`src/rtl/paddle_pkg.sv`:
```
// Shared types and constants for the paddle reader.
// Holds FSM state enum, raw-count type and the paddle mapping helper.
package paddle_pkg;

  typedef enum logic [1:0] {
    StIdle,
    StDischarge,
    StCharge,
    StPublish
  } paddle_reader_state_t;

  localparam int unsigned PaddleOutMin = 30;
  localparam int unsigned PaddleOutMax = 220;

  typedef logic [9:0] paddle_raw_t;

  // 11-bit sum so OutMin + a full 10-bit raw cannot wrap before the clamp.
  function automatic logic [7:0] paddle_map(
    input paddle_raw_t raw,
    input int unsigned out_min,
    input int unsigned out_max
  );
    logic [10:0] sum;
    sum = 11'(out_min) + 11'(raw);
    if (sum > 11'(out_max)) begin
      sum = 11'(out_max);
    end
    return sum[7:0];
  endfunction

endpackage

```
`src/rtl/button_debounce.sv`:
```
// Synchronises and debounces one active-low button.
// Ports: clk, reset (async high), in_n (raw button), pressed (1 = pressed).
module button_debounce #(
  parameter int unsigned DebounceBits = 16
) (
  input  logic clk,
  input  logic reset,
  input  logic in_n,
  output logic pressed
);

  logic                    s1_q;
  logic                    s2_q;
  logic                    pressed_q;
  logic [DebounceBits-1:0] cnt_q;
  logic                    level;

  assign level   = ~s2_q;
  assign pressed = pressed_q;

  always_ff @(posedge clk or posedge reset) begin
    if (reset) begin
      s1_q <= 1'b1;
      s2_q <= 1'b1;
    end else begin
      s1_q <= in_n;
      s2_q <= s1_q;
    end
  end

  // Output flips only after a full counter run of disagreeing samples.
  always_ff @(posedge clk or posedge reset) begin
    if (reset) begin
      pressed_q <= 1'b0;
      cnt_q     <= '0;
    end else if (level == pressed_q) begin
      cnt_q <= '0;
    end else if (&cnt_q) begin
      pressed_q <= level;
      cnt_q     <= '0;
    end else begin
      cnt_q <= cnt_q + DebounceBits'(1);
    end
  end

endmodule

```
`src/rtl/paddle_reader.sv`:
```
// Dual RC paddle timer: discharge, time recharge, map, publish; plus buttons.
// Ports: clk, reset, newframe, pot_charged[1:0], button_n[1:0] in;
//        pot_discharge, paddle0/1[7:0], paddle0/1_button, valid out.
module paddle_reader
  import paddle_pkg::*;
#(
  parameter int unsigned DischargeCycles = 2048,
  parameter int unsigned CountShift      = 6,
  parameter int unsigned CountMax        = 190,
  parameter int unsigned OutMin          = PaddleOutMin,
  parameter int unsigned OutMax          = PaddleOutMax,
  parameter int unsigned DebounceBits    = 16
) (
  input  logic       clk,
  input  logic       reset,
  input  logic       newframe,
  input  logic [1:0] pot_charged,
  input  logic [1:0] button_n,
  output logic       pot_discharge,
  output logic [7:0] paddle0,
  output logic [7:0] paddle1,
  output logic       paddle0_button,
  output logic       paddle1_button,
  output logic       valid
);

  localparam int unsigned DcW = $clog2(DischargeCycles) + 1;
  localparam int unsigned PsW = (CountShift > 0) ? CountShift : 1;
  localparam logic [DcW-1:0] DcLast = DcW'(DischargeCycles - 1);
  // With CountShift = 0 this is 0 and the prescaler wraps every cycle.
  localparam logic [PsW-1:0] PsLast = PsW'((1 << CountShift) - 1);
  localparam paddle_raw_t RawMax = paddle_raw_t'(CountMax);
  localparam logic [7:0] PaddleRst = 8'((OutMin + OutMax) / 2);

  logic [1:0]           pc_s1_q;
  logic [1:0]           pc_s2_q;
  paddle_reader_state_t state_q;
  logic [DcW-1:0]       dcnt_q;
  logic [PsW-1:0]       ps_q;
  paddle_raw_t          tick_q;
  logic [1:0]           done_q;
  paddle_raw_t          raw0_q;
  paddle_raw_t          raw1_q;
  logic                 pot_discharge_q;
  logic                 valid_q;
  logic [7:0]           paddle0_q;
  logic [7:0]           paddle1_q;

  logic        ps_wrap;
  logic [1:0]  cap;
  logic [1:0]  done_d;
  paddle_raw_t raw0_d;
  paddle_raw_t raw1_d;
  paddle_raw_t fin0;
  paddle_raw_t fin1;
  logic        exit_charge;

  always_ff @(posedge clk or posedge reset) begin
    if (reset) begin
      pc_s1_q <= '0;
      pc_s2_q <= '0;
    end else begin
      pc_s1_q <= pot_charged;
      pc_s2_q <= pc_s1_q;
    end
  end

  // Capture and exit decisions for the current CHARGE cycle.
  always_comb begin
    ps_wrap     = (ps_q == PsLast);
    cap         = pc_s2_q & ~done_q;
    done_d      = done_q | cap;
    raw0_d      = cap[0] ? tick_q : raw0_q;
    raw1_d      = cap[1] ? tick_q : raw1_q;
    fin0        = done_d[0] ? raw0_d : RawMax;
    fin1        = done_d[1] ? raw1_d : RawMax;
    exit_charge = (&done_d) || (tick_q == RawMax);
  end

  always_ff @(posedge clk or posedge reset) begin
    if (reset) begin
      state_q         <= StIdle;
      dcnt_q          <= '0;
      ps_q            <= '0;
      tick_q          <= '0;
      done_q          <= '0;
      raw0_q          <= '0;
      raw1_q          <= '0;
      pot_discharge_q <= 1'b1;
      valid_q         <= 1'b0;
      paddle0_q       <= PaddleRst;
      paddle1_q       <= PaddleRst;
    end else begin
      valid_q <= 1'b0;
      unique case (state_q)
        StIdle: begin
          if (newframe) begin
            state_q <= StDischarge;
            dcnt_q  <= '0;
          end
        end
        StDischarge: begin
          if (dcnt_q == DcLast) begin
            state_q         <= StCharge;
            pot_discharge_q <= 1'b0;
            ps_q            <= '0;
            tick_q          <= '0;
            done_q          <= '0;
          end else begin
            dcnt_q <= dcnt_q + DcW'(1);
          end
        end
        StCharge: begin
          ps_q   <= ps_wrap ? '0 : ps_q + PsW'(1);
          done_q <= done_d;
          raw0_q <= fin0;
          raw1_q <= fin1;
          if (ps_wrap) begin
            tick_q <= tick_q + 10'd1;
          end
          // Results land with PUBLISH so valid and paddles align.
          if (exit_charge) begin
            state_q         <= StPublish;
            pot_discharge_q <= 1'b1;
            valid_q         <= 1'b1;
            paddle0_q <= paddle_map(fin0, OutMin, OutMax);
            paddle1_q <= paddle_map(fin1, OutMin, OutMax);
          end
        end
        StPublish: begin
          state_q <= StIdle;
        end
        default: begin
          state_q <= StIdle;
        end
      endcase
    end
  end

  assign pot_discharge = pot_discharge_q;
  assign valid         = valid_q;
  assign paddle0       = paddle0_q;
  assign paddle1       = paddle1_q;

  button_debounce #(
    .DebounceBits(DebounceBits)
  ) u_btn0 (
    .clk    (clk),
    .reset  (reset),
    .in_n   (button_n[0]),
    .pressed(paddle0_button)
  );

  button_debounce #(
    .DebounceBits(DebounceBits)
  ) u_btn1 (
    .clk    (clk),
    .reset  (reset),
    .in_n   (button_n[1]),
    .pressed(paddle1_button)
  );

endmodule

```
`config.mk`:
```
export PLATFORM = sky130hd
export DESIGN_NAME = paddle_reader
export DESIGN_NICKNAME = d
export VERILOG_FILES = /design/src/rtl/paddle_pkg.sv /design/src/rtl/button_debounce.sv /design/src/rtl/paddle_reader.sv
export SDC_FILE = /design/constraint.sdc
export NUM_CORES = 1
export LEC_CHECK = 0
export CORE_MARGIN = 10
export CORE_UTILIZATION = 30
export CTS_CLUSTER_SIZE = 20
export DETAILED_ROUTE_END_ITERATION = 12
export HOLD_SLACK_MARGIN = 0.06
export PLACE_DENSITY = 0.42
export SLEW_MARGIN = 20
export SYNTH_ARGS = -nofsm -noshare
export SYNTH_HDL_FRONTEND = slang
export SYNTH_HIERARCHICAL = 1
export SYNTH_SLANG_ARGS = --single-unit
```
`constraint.sdc`:
```
create_clock -name clk -period 3 [get_ports clk]
set_input_delay 0.75 -clock clk [delete_from_list [all_inputs] [get_ports clk]]
set_output_delay 0.75 -clock clk [all_outputs]
set_load 0.02 [all_outputs]
```
==> results of run 1 <==
[flip-flops by register name, indices dropped and copies added (netlist names)]
name and cells:
u_btn1/pressed 1, done_q 2, u_btn0/pressed 1, state_q 2
ps_q 6, tick_q 10, pot_discharge 1, u_btn0/s2_q 1
pc_s2_q 2, pc_s1_q 2, raw1_q 10, paddle1 8
u_btn1/cnt_q 16, valid 1, u_btn1/s2_q 1, dcnt_q 12
raw0_q 10, paddle0 8, u_btn0/cnt_q 16, u_btn1/s1_q 1
u_btn0/s1_q 1
[worst min-delay path by stage]
stage,to,startpoint,depth (start not counted)
6_report,pc_s2_q[1]$_DFF_PP0_,pc_s1_q[1]$_DFF_PP0_,0
3_3_place_gp,pc_s2_q[0]$_DFF_PP0_,pc_s1_q[0]$_DFF_PP0_,0
2_1_floorplan,pc_s2_q[0]$_DFF_PP0_,pc_s1_q[0]$_DFF_PP0_,0
4_1_cts,pc_s2_q[1]$_DFF_PP0_,pc_s1_q[1]$_DFF_PP0_,0
3_5_place_dp,pc_s2_q[1]$_DFF_PP0_,pc_s1_q[1]$_DFF_PP0_,0
5_1_grt,u_btn0/s2_q$_DFF_PP1_,u_btn0/s1_q$_DFF_PP1_,0
[power by group]
| group | internal (uW) | switching (uW) |
|---|---|---|
| Combinational | 915 | 1290 |
| Sequential | 1890 | 279 |
| Clock | 564 | 577 |
[layer usage]
layer | vias up | global-route usage | wire (um)
met5 | - | 0 | 0
met4 | 0 | 0.0298 | 131
met3 | 8 | 0.0254 | 323
met2 | 43 | 0.172 | 6330
met1 | 2154 | 0.143 | 6770
li1 | 2190 | - | -
[worst max-delay path: stages, from the launching register on]
cell,delay [ns]
dfrtp_1,0.61
nand2b_1,0.19
o21a_1,0.24
inv_1,0.06
ha_1,0.24
o21a_2,0.22
nand4_1,0.12
a211oi_2,0.38
a21boi_0,0.38
a31oi_1,0.15
[layout make-up]
class	instances	area [um^2]
clock buffers	9	225
clock inverters	7	47.5
fillers	2017	12800
inverters	26	97.6
multi-input cells	447	2930
flip-flops and latches	112	2820
well taps	265	332
repair buffers	36	348
[layout by cell type, fill, tap and decap left out, drive strengths merged, types with 7 or more instances in the layout]
cell type and count:
a31oi 9, xor2 33, a21oi 35, clkbuf 9
nor3b 10, inv 27, dfrtp 95, nand4 21
and4 10, buf 10, ha 12, clkdlybuf4s50 26
nor3 8, nand3 22, nor2 72, xnor2 16
nand2 61, nand2b 8, o21ai 33, mux2 7
dfstp 17
[logic make-up after synthesis]
| logic type | share of synthesized area |
|---|---|
| compound gates | 0.141 |
| fa+ha+maj | 0.0250 |
| buf+inv | 0.0400 |
| flops | 0.471 |
| simple gates | 0.230 |
| xor+xnor | 0.0715 |
| mux | 0.0215 |
[metrics by stage]
step	std cells	hold WS [ns]	util	setup WS, ns
floorplan	610	0.331	-	0.390
global placement	886	0.340	0.334	0.409
detailed placement	886	0.341	0.334	0.300
CTS	902	0.360	0.348	0.287
global route	902	0.364	0.348	0.0271
finish	902	0.357	0.348	0.312
==> reports/metrics.yaml, run 1 <==
final_layout:
  fin_nets: 651
  syn2layout_area_growth_pct: 13.5
  final_cell_area_um2: 6810
  drive_gt1_frac: 0.127
  antenna_cells: 0
timing:
  setup_viol_count_final: 0
  period_share: 0.896
  hold_viol: 0
  fmax_mhz: 372
  finClkSkew_ns: 0.00928
  worst_pin_slew_ns: 0.734
  rsz0062_at_grt: "false"
  drv_slew: 0
  min_period_ns: 2.69
  fin_tns_setup_ns: 0
  slew_headroom: 0.510
clocking:
  tritoncts: "done"
  cts_resized: 0
  cts_hold_buffers: 0
  h-tree-depth: 3
  clockBufferDepth: 2
  cts_num_sinks: 112
  clock_latency_ns: 0.36
  cts_setup_buffers: 0
  cts.clk_slew.worst_paths_ns: 0.07
  cts_root_buffer: "clkbuf_16"
  cts_buffers: 9
setup_path:
  rr_startpoint: "pc_s2_q[1]$_DFF_PP0_"
  setup.worst_path.end: "paddle1[4]$_DFFE_PP1P_"
  critPathArrivalTime_ns: 2.96
  cp-start-kind: "register"
  worstPathRequired_ns: 3.27
  r2r_slack_ns: 0.31
  worstRegToRegCells: 9
  crit_type: "reg -> reg"
  startpoint: "pc_s2_q[1]$_DFF_PP0_"
  r2r_end: "paddle1[4]$_DFFE_PP1P_"
  cp_max_fo: 14
  crit_path_end_kind: "register"
power_and_ir_drop:
  vdd_ir_drop_max_mv: 0.295
  p_total_uw: 5520
  powerDensity_nw_per_um2: 810
  leakagePower_uw: 0.00289
synth:
  synth_area_leader_cell: "dfrtp_1"
  yosysUniqueCellTypes: 66
  synthArstFlopShare: 1.00
  synth_edf_count: 0
  yosys-top-cells-area: "dfrtp_1, dfstp_2, xor2_1, nor2_1, nand2_1"
  ys_dominant_reg_cell: "dfrtp_1"
  syn_inst: 610
  postSynthAreaPerCell_um2: 9.83
  synthTopCellsByCount: "dfrtp_1, nor2_1, nand2_1"
  ys_seq_elements: 112
  synth_warnings: 6
  yosysMostFrequentCell: "dfrtp_1"
  synth.top_cell.area_share: 0.396
  synth.net_count: 629
  syn_area_um2: 6000
  seq_area_frac_synth: 0.471
floorplan:
  die-area_um2: 26100
  pin_count: 27
  rows: 51
  coreArea_um2: 19600
  die_w_um: 161
  start_util: 0.306
  die_h_um: 161
placed_design:
  port_buffers: 26
  hpwl_mm: 9.44
  place.gp.congestion: 0.777
  placed_area_um2: 6540
status:
  status: "completed"
grt:
  grt_max_degree: 75
  antenna_found_initial: 0
  grtUsageTotal: 0.108
  grt_pass1_vias: 4363
  grt_pass1_wl_mm: 23.0
  gr-total-overflow: 0
routing:
  vias: 4395
  dr.first_iter.drc_count: 282
  via_per_inst: 4.87
  post-route-drc-count: 0
  firstDrtPassIters: 6
  drt.antenna.violating_nets: 0
  routed_wl_mm: 13.6
  detail_route.wl_per_cell_um: 15.0
run:
  cap_violations: 0
hold_path:
  hold_path.class: "reg -> reg"
Power figures use the tool's default switching activity.
==> run 2: changes to the inputs <==
Settings changed: CELL_PAD_IN_SITES_DETAIL_PLACEMENT set to 2, CELL_PAD_IN_SITES_GLOBAL_PLACEMENT set to 2, PLACE_DENSITY 0.42 to 0.6, SKIP_LAST_GASP set to 1.
Clock period 3 ns to 2.9 ns, I/O delays scaled along.
==> run 2 against run 1 <==
Hold slack improved by 0.0044 ns. Cell area rose by 0.61%. Setup slack worse by 0.024 ns. Sequential share of layout area is 0.25 points lower. Clock-buffer cell count up 1. Non-clock buffer count rose by 1. Combinational power rose by 9%. First-iteration DRC count down 58%. Register-to-register slack got worse by 0.02 ns. Utilization increased by 0.21 points. Critical path depth unchanged. Sequential power increased by 3%.
==> reports/metrics.yaml, run 2 (same netlist as run 1, synthesis figures left out) <==
timing:
  hold_viol: 0
  slew_headroom: 0.491
  drv_slew: 0
  fmax_mhz: 383
  period_share: 0.901
  min_period_ns: 2.61
  postLayoutSetupSlackWorst_ns: 0.288
  worst_pin_slew_ns: 0.762
  fin_tns_setup_ns: 0
  finClkSkew_ns: 0.0104
  rsz0062_at_grt: "false"
  setup_viol_count_final: 0
routing:
  drt.antenna.violating_nets: 0
  post-route-drc-count: 0
  via_per_inst: 5.04
  routed_wl_mm: 16.0
  dr.first_iter.drc_count: 119
  firstDrtPassIters: 4
  vias: 4550
  detail_route.wl_per_cell_um: 17.8
run:
  cap_violations: 0
final_layout:
  syn2layout_area_growth_pct: 14.2
  final_core_utilization: 0.350
  final_cell_area_um2: 6850
  fillers: 2169
  antenna_cells: 0
  fin_nets: 652
  layout_common_cells: "dfrtp_1, nor2_1, nand2_1, xor2_1, a21oi_1"
  drive_gt1_frac: 0.127
  final_common_cell: "dfrtp_1"
  top_regs: "u_btn0/cnt_q x16, u_btn1/cnt_q x16, dcnt_q x12"
setup_path:
  max_stage_delay_ns: 0.48
  path_cells: "nand2b_1, o21a_1, inv_1, ha_1, o21a_2, nand4_1, a211oi_2, a21bo_1, o31ai_1"
  cp-start-kind: "register"
  cp_slowest_cell: "dfrtp_1"
  critPathArrivalTime_ns: 2.88
  crit_type: "reg -> reg"
  crit_path_end_kind: "register"
  cp_max_fo: 8
  worstPathRequired_ns: 3.17
placed_design:
  placed_area_um2: 6540
  hpwl_mm: 11.7
  place.gp.congestion: 0.771
  port_buffers: 26
  pre_cts_ws_ns: 0.243
floorplan:
  start_util: 0.306
  rows: 51
  die_h_um: 161
  die_w_um: 161
  die-area_um2: 26100
  pin_count: 27
  coreArea_um2: 19600
grt:
  antenna_found_initial: 0
  grtUsageTotal: 0.128
  gr-total-overflow: 0
  grt_pass1_wl_mm: 27.5
  grt_max_degree: 57
  grt_pass1_vias: 5107
clocking:
  cts_setup_buffers: 0
  cts_buffers: 9
  h-tree-depth: 3
  clock_latency_ns: 0.36
  cts_root_buffer: "clkbuf_16"
  tritoncts: "done"
  cts_resized: 0
  cts.clk_slew.worst_paths_ns: 0.08
  cts_num_sinks: 112
  cts_hold_buffers: 0
  clockBufferDepth: 2
hold_path:
  hold_path.class: "reg -> reg"
power_and_ir_drop:
  vdd_ir_drop_max_mv: 0.352
  leakagePower_uw: 0.00291
  powerDensity_nw_per_um2: 869
status:
  status: "completed"
[run 2: per-stage QoR]
stage	total power [uW]	hold slack (ns)	instances
2_1_floorplan	3860	0.331	610
3_3_place_gp	4610	0.337	887
3_5_place_dp	4720	0.345	887
4_1_cts	6100	0.364	903
5_1_grt	6440	0.370	903
6_report	5950	0.362	903
[run 2: final cells by class]
class	instances	area (um^2)	share of cell area
clock inverters	6	76.3	0.0111
flip-flops and latches	112	2820	0.412
inverters	26	98.8	0.0144
multi-input cells	447	2930	0.428
repair buffers	37	355	0.0519
clock buffers	10	229	0.0334
well taps	265	332	0.0484
[run 2: critical path, delay by kind of cell, from the launching register on]
kind,cells,cell delay (ns)
simple gates,2,0.29
buf+inv,1,0.08
fa+ha+maj,1,0.23
compound gates,5,1.43
flops,1,0.48
[run 2: where the power goes]
part	internal (uW)	switching, uW
clock network	686	634
logic	966	1440
registers	1960	272
[run 2: per-layer routing]
layer	GRT usage	part of all wire	up-vias
li1	-	-	2179
met1	0.154	0.45	2339
met2	0.229	0.52	21
met3	0.0244	0.019	11
met4	0.0310	0.0077	0
met5	0	0	-
[run 2: worst paths after layout]
check,depth (start not counted),startpoint,to,slack (ns)
min in group asynchronous,2,reset,pc_s1_q[0]$_DFF_PP0_,0.72
hold / removal,0,u_btn1/s1_q$_DFF_PP1_,u_btn1/s2_q$_DFF_PP1_,0.36
hold reg to reg,0,u_btn1/s1_q$_DFF_PP1_,u_btn1/s2_q$_DFF_PP1_,0.36
setup / recovery,9,pc_s2_q[1]$_DFF_PP0_,paddle1[0]$_DFFE_PP1P_,0.29
setup reg to reg,9,pc_s2_q[1]$_DFF_PP0_,paddle1[0]$_DFFE_PP1P_,0.29
max in group asynchronous,3,reset,pot_discharge$_DFFE_PP1P_,1.50
==> run 3: changes to the inputs <==
Settings changed: CTS_CLUSTER_SIZE 20 to 16.
==> results of run 3 <==
The final DEF is identical to that of run 2; final timing and power are the same.
